==> src/rtl/fmap_pkg.sv <==
// Shared types and constants for the feature-map pad writer.
// No logic; no latency; no backpressure.
// Holds the state encoding, the pad word and the default word width.
package fmap_pkg;

    localparam int FMAP_DATA_WIDTH = 32;

    // +0.0 in IEEE-754 single precision
    localparam logic [31:0] FMAP_PAD_WORD = 32'h0;

    typedef enum logic [2:0] {
        ST_TOP    = 3'd0,
        ST_LEFT   = 3'd1,
        ST_DATA   = 3'd2,
        ST_RIGHT  = 3'd3,
        ST_BOTTOM = 3'd4
    } fmap_wr_state_t;

endpackage

==> src/rtl/fmap_sync_fifo.sv <==
// Single-clock first-word-fall-through FIFO with wrap-bit pointers.
// Latency: a word written into an empty FIFO shows on data_out one cycle later.
// Backpressure: writes are ignored while full, reads are ignored while empty.
module fmap_sync_fifo #(
    parameter int DATA_WIDTH = 32,
    parameter int DEPTH      = 128
) (
    input  logic                     clk,
    input  logic                     rst,
    input  logic                     wr_en,
    input  logic [DATA_WIDTH-1:0]    wr_dat,
    input  logic                     rd_en,
    output logic [DATA_WIDTH-1:0]    data_out,
    output logic                     empty,
    output logic                     full,
    output logic [$clog2(DEPTH):0]   usedw
);

    localparam int AW = $clog2(DEPTH);

    logic [AW:0]           wr_ptr;
    logic [AW:0]           rd_ptr;
    logic [DATA_WIDTH-1:0] mem [DEPTH];
    logic                  wr_fire;
    logic                  rd_fire;

    assign wr_fire = wr_en & ~full;
    assign rd_fire = rd_en & ~empty;

    always_ff @(posedge clk or negedge rst) begin
        if (!rst) begin
            wr_ptr <= '0;
            rd_ptr <= '0;
        end else begin
            if (wr_fire) wr_ptr <= wr_ptr + (AW+1)'(1);
            if (rd_fire) rd_ptr <= rd_ptr + (AW+1)'(1);
        end
    end

    always_ff @(posedge clk) begin
        if (wr_fire) mem[wr_ptr[AW-1:0]] <= wr_dat;
    end

    assign full     = (wr_ptr[AW] != rd_ptr[AW]) && (wr_ptr[AW-1:0] == rd_ptr[AW-1:0]);
    assign empty    = (wr_ptr == rd_ptr);
    assign usedw    = wr_ptr - rd_ptr;
    // Stale memory is masked so an empty FIFO always presents zero
    assign data_out = empty ? '0 : mem[rd_ptr[AW-1:0]];

endmodule

==> src/rtl/featuremap_pad_writer.sv <==
// Wraps a raster feature map in a one-pixel zero border and queues it in a FWFT FIFO; optional FMAP_WR_OVERFLOW_EN adds a sticky overflow flag.
// Latency: a word written into an empty FIFO appears on data_out one cycle later.
// Backpressure: pad words stall while full; a pixel offered while in_ready=0 is dropped.
module featuremap_pad_writer
    import fmap_pkg::*;
#(
    parameter int DATA_WIDTH = FMAP_DATA_WIDTH,
    parameter int WIDTH      = 56,
    parameter int DEPTH      = 128
) (
    input  logic                     clk,
    input  logic                     rst,
    input  logic                     valid_in,
    input  logic [DATA_WIDTH-1:0]    data_in,
    output logic                     in_ready,
    input  logic                     rdreq,
    output logic [DATA_WIDTH-1:0]    data_out,
    output logic                     empty,
    output logic                     full,
    output logic [$clog2(DEPTH):0]   usedw,
    output logic                     frame_done
`ifdef FMAP_WR_OVERFLOW_EN
    ,
    output logic                     overflow
`endif
);

    localparam int COL_W = $clog2(WIDTH + 2);
    localparam int ROW_W = (WIDTH > 1) ? $clog2(WIDTH) : 1;
    localparam logic [COL_W-1:0] COL_LAST = COL_W'(WIDTH + 1);
    localparam logic [COL_W-1:0] COL_DATA_LAST = COL_W'(WIDTH);
    localparam logic [ROW_W-1:0] ROW_LAST = ROW_W'(WIDTH - 1);

    fmap_wr_state_t        state, state_nx;
    logic [COL_W-1:0]      col, col_nx;
    logic [ROW_W-1:0]      row, row_nx;
    logic                  done_nx;
    logic                  wr;
    logic [DATA_WIDTH-1:0] wr_dat;

    assign in_ready = (state == ST_DATA) & ~full;

    always_ff @(posedge clk or negedge rst) begin
        if (!rst) begin
            state      <= ST_TOP;
            col        <= '0;
            row        <= '0;
            frame_done <= 1'b0;
        end else begin
            state      <= state_nx;
            col        <= col_nx;
            row        <= row_nx;
            frame_done <= done_nx;
        end
    end

    always_comb begin
        state_nx = state;
        col_nx   = col;
        row_nx   = row;
        done_nx  = 1'b0;
        wr       = 1'b0;
        wr_dat   = DATA_WIDTH'(FMAP_PAD_WORD);
        case (state)
            ST_TOP, ST_BOTTOM: begin
                wr = ~full;
                if (wr) begin
                    if (col == COL_LAST) begin
                        col_nx   = '0;
                        state_nx = (state == ST_TOP) ? ST_LEFT : ST_TOP;
                        done_nx  = (state == ST_BOTTOM);
                    end else begin
                        col_nx = col + COL_W'(1);
                    end
                end
            end
            ST_LEFT: begin
                wr = ~full;
                if (wr) begin
                    col_nx   = col + COL_W'(1);
                    state_nx = ST_DATA;
                end
            end
            ST_DATA: begin
                wr     = valid_in & ~full;
                wr_dat = data_in;
                if (wr) begin
                    col_nx = col + COL_W'(1);
                    if (col == COL_DATA_LAST) state_nx = ST_RIGHT;
                end
            end
            ST_RIGHT: begin
                wr = ~full;
                if (wr) begin
                    col_nx = '0;
                    if (row == ROW_LAST) begin
                        row_nx   = '0;
                        state_nx = ST_BOTTOM;
                    end else begin
                        row_nx   = row + ROW_W'(1);
                        state_nx = ST_LEFT;
                    end
                end
            end
            default: begin
                state_nx = ST_TOP;
                col_nx   = '0;
                row_nx   = '0;
            end
        endcase
    end

`ifdef FMAP_WR_OVERFLOW_EN
    always_ff @(posedge clk or negedge rst) begin
        if (!rst) overflow <= 1'b0;
        else if (valid_in & ~in_ready) overflow <= 1'b1;
    end
`endif

    fmap_sync_fifo #(
        .DATA_WIDTH (DATA_WIDTH),
        .DEPTH      (DEPTH)
    ) u_fifo (
        .clk      (clk),
        .rst      (rst),
        .wr_en    (wr),
        .wr_dat   (wr_dat),
        .rd_en    (rdreq),
        .data_out (data_out),
        .empty    (empty),
        .full     (full),
        .usedw    (usedw)
    );

endmodule

==> config.mk <==
export PLATFORM = sky130hd
export DESIGN_NAME = featuremap_pad_writer
export DESIGN_NICKNAME = d
export VERILOG_FILES = /design/src/rtl/fmap_pkg.sv /design/src/rtl/fmap_sync_fifo.sv /design/src/rtl/featuremap_pad_writer.sv
export SDC_FILE = /design/constraint.sdc
export NUM_CORES = 2
export LEC_CHECK = 0
export BUFFER_PORTS_ARGS = -buffer_cell sky130_fd_sc_hd__buf_2
export CORE_UTILIZATION = 40
export DETAILED_ROUTE_END_ITERATION = 10
export RECOVER_POWER = 25
export SLEW_MARGIN = 20
export SYNTH_ARGS = -nofsm -noshare
export SYNTH_HDL_FRONTEND = slang
export SYNTH_HIERARCHICAL = 1
export SYNTH_SLANG_ARGS = --single-unit
==> constraint.sdc <==
create_clock -name clk -period 11.7 [get_ports clk]
set_clock_uncertainty 0.2 [all_clocks]
set_input_delay 0 -clock clk [delete_from_list [all_inputs] [get_ports clk]]
set_output_delay 0 -clock clk [all_outputs]
set_load 0.01 [all_outputs]
==> flow_summary.ini <==
[outcome]
status = finished with violations
violations = max-capacitance violations, max-slew violations

[setup_path]
endpoint_kind = flop
setup.worst_path.start_class = flop
reg2reg_depth = 5
path_class = flop to flop
r2r-end = u_fifo/mem[71][2]
r2r_setup_slack_ps = 2670
worstPathRequired_ps = 11720
r2r_start = state[0]
path_max_fanout = 65
cp_data_arrival_time_ps = 9060

[run]
cap_violations = 41

[placement]
place_hpwl_um = 274000
io_buffers = 79
place_area_sq_mm = 0.168
place_congestion = 0.869
place_ws_ps = 5420

[logic_synthesis]
synth-async-reset-ratio_pct = 0.775
synth_top_area_share_pct = 76.8
syn_avg_cell_area_sq_um = 21.1
synth-main-ff-cell = edfxtp_1
ys_top_cells_by_area = edfxtp_1 (77%), mux4_2 (12%), mux2i_1 (2.7%)
yosys_warnings = 6
syn_nets = 7623
synth_edf_count = 4096
ys_seq_elements = 4128
synth.distinct_cells = 80
synth_area_sq_mm = 0.160
yosysTopAreaCell = edfxtp_1
synth_cells = 7573
ys_seq_area_share_pct = 77.3

[grt]
grt_max_degree = 106
overflow = 0
antenna_found_initial = 48
grt_pass1_wl_um = 649000
grt_usage_pct = 23.1
grt_pass1_vias = 80153

[routing]
drtIter0Drc = 12360
routedWlPerCell_um = 34.7
finalWirelength_um = 471000
ant_nets = 0
firstDrtPassIters = 8
vias = 82021
route.detailed.drc = 0
vias_per_cell = 6.04

[power_and_ir_drop]
ir_worst_vdd_mv = 0.199
powerDensity_mw_per_mm2 = 268
power_mw = 48.8
p_leak_nw = 57.8

[worst_hold_path]
hold_depth = 6
worstHoldEndpoint = col[2]
min-delay-start = valid_in
min_path_type = primary input to flop

[clock_network]
cts_tree = yes
insertion_delay_ps = 1000
postCtsSetupRepairBufs = 0
cts_resized = 0
cts_root_buf = clkbuf_16
cts_buffers = 410
clk_pin_slew_worst_paths_ps = 60
cts.sinks = 4128
cts_max_path_buffers = 4
htree_levels = 5

[cells_and_area]
area_growth_pct = 13.6
drive_above_1_share_pct = 25.3
fill_cells = 32870
nNetsFinal = 8031
final_cell_area_sq_mm = 0.182

[timing]
worstMarginPinSlew_ps = 5530
min_period_ps = 9030
maxSlewHeadroom_pct = -269
layout_setup_ws_ps = 2670
rsz0062_at_grt = false
timing.setup.tns_ps = 0
hold_viol_final = 0
final.period_utilization_pct = 77.2
fmax_ghz = 0.111
setup_viol = 0
report.final.slew_viol_count = 2283

[floorplan]
die_w_um = 635
start_util_pct = 40.3
die_area_sq_mm = 0.403
rows = 231
ios = 80
die_y_um = 635
core_region_area_sq_mm = 0.397
## synthesized netlist by cell type (14+ instances only)
| cell | count |
|---|---|
| o21ai_1 | 18 |
| nand3_1 | 60 |
| and3_1 | 28 |
| a21oi_1 | 195 |
| o21ai_0 | 169 |
| edfxtp_1 | 4096 |
| and2_1 | 36 |
| a221oi_1 | 30 |
| buf_4 | 45 |
| o221ai_1 | 41 |
| buf_8 | 17 |
| o22ai_1 | 145 |
| a22oi_1 | 47 |
| dfrtp_1 | 32 |
| buf_2 | 108 |
| nor2_1 | 275 |
| clkbuf_1 | 147 |
| nor2b_1 | 26 |
| a2111oi_0 | 14 |
| a211oi_1 | 31 |
| mux2_2 | 116 |
| o32ai_1 | 18 |
| nand2_1 | 221 |
| buf_6 | 79 |
| nor3_1 | 59 |
| xnor2_1 | 16 |
| mux2i_1 | 435 |
| buf_1 | 32 |
| mux4_2 | 828 |
| a31oi_1 | 20 |
## state kept, by name (all words and copies together) (netlist names)
name,cells
u_fifo/wr_ptr,8
state,3
col,6
row,6
frame_done,1
u_fifo/rd_ptr,8
u_fifo/mem,4096
## layout make-up
class / instances / area (sq um) / area share [%]
Timing Repair Buffer: 428 / 3500 / 1.92
Clock buffer: 486 / 10600 / 5.83
Antenna cell: 15 / 37.5 / 0.0206
Sequential cell: 4128 / 124000 / 68.0
Multi-Input combinational cell: 2997 / 34700 / 19.1
Inverter: 16 / 77.6 / 0.0426
Clock inverter: 266 / 2630 / 1.44
Tap cell: 5242 / 6560 / 3.60
## worst max path at each step
stage | start | to | slack [ps] | cells after the start
after floorplan | u_fifo/rd_ptr[2] | u_fifo/mem[111][0] | 6210 | 16
after CTS | u_fifo/rd_ptr[0] | data_out[27] | 4330 | 9
final | state[0] | u_fifo/mem[71][2] | 2670 | 5
after global routing | state[0] | u_fifo/mem[84][10] | 2570 | 5
after detailed placement | u_fifo/rd_ptr[0] | data_out[27] | 5420 | 9
after global placement | u_fifo/rd_ptr[0] | data_out[27] | 5400 | 9
## critical path, stage by stage, from the launching register on
cell and delay [ps]:
dfrtp_1 510, inv_1 210, nand2_1 100, nor2_1 1360, and2_0 3020, clkbuf_1 2620
## logic make-up (layout without fill, tap and decap cells)
kind of cell | Yosys count | count (layout) | share of synthesized area (%)
adders and majority gates | 15 | 15 | 0.120
muxes | 1390 | 1390 | 15.3
xor gates and xnor gates | 22 | 22 | 0.120
DFF | 4128 | 4128 | 77.3
other | 0 | 15 | 0
and+or+nand+nor | 752 | 752 | 2.11
buffers and inverters | 448 | 1196 | 1.77
AOI/OAI and AO/OA | 818 | 818 | 3.30
## stage by stage
step / cells / hold WS (ps) / util (%)
2_1_floorplan: 7573 / -496 / -
3_3_place_gp: 12746 / -13.0 / 42.3
3_5_place_dp: 12761 / 5.02 / 42.4
4_1_cts: 13557 / 20.3 / 45.8
5_1_grt: 13568 / 308 / 45.8
6_report: 13578 / 284 / 45.8
## cells in the final DEF (no fill, tap or decap), drive strengths merged, types with 32 or more instances in the layout
cell type	instances
a21oi	195
a221oi	36
a22oi	47
and2	37
buf	372
bufinv	42
clkbuf	499
clkinv	197
dfrtp	32
dlygate4sd3	43
edfxtp	4096
mux2	127
mux2i	435
mux4	828
nand2	221
nand3	60
nor2	276
nor3	59
o21ai	187
o221ai	41
o22ai	145
## where the power goes
group | internal, mW | total (mW) | leakage [nW] | switching [mW]
clock | 7.42 | 13.1 | 6.47 | 5.65
sequential | 18.5 | 18.8 | 37.9 | 0.361
combinational | 5.14 | 16.9 | 13.5 | 11.7
## timing repair
action | CTS | global route
endpoints found under the setup margin | 0 | 0
hold buffers | 44 | 0
hold endpoints to repair | 2193 | 0
## layer usage
layer,part of all wire [%],global-route usage (%),vias to the layer above,wire [um]
met5,0.0085,0,-,40
met4,4.7,9.79,6,22200
met3,11,4.51,810,51700
met2,46,35.7,4763,217000
met1,38,32.1,43912,180000
li1,-,-,32530,-
Power figures use the tool's default switching activity.
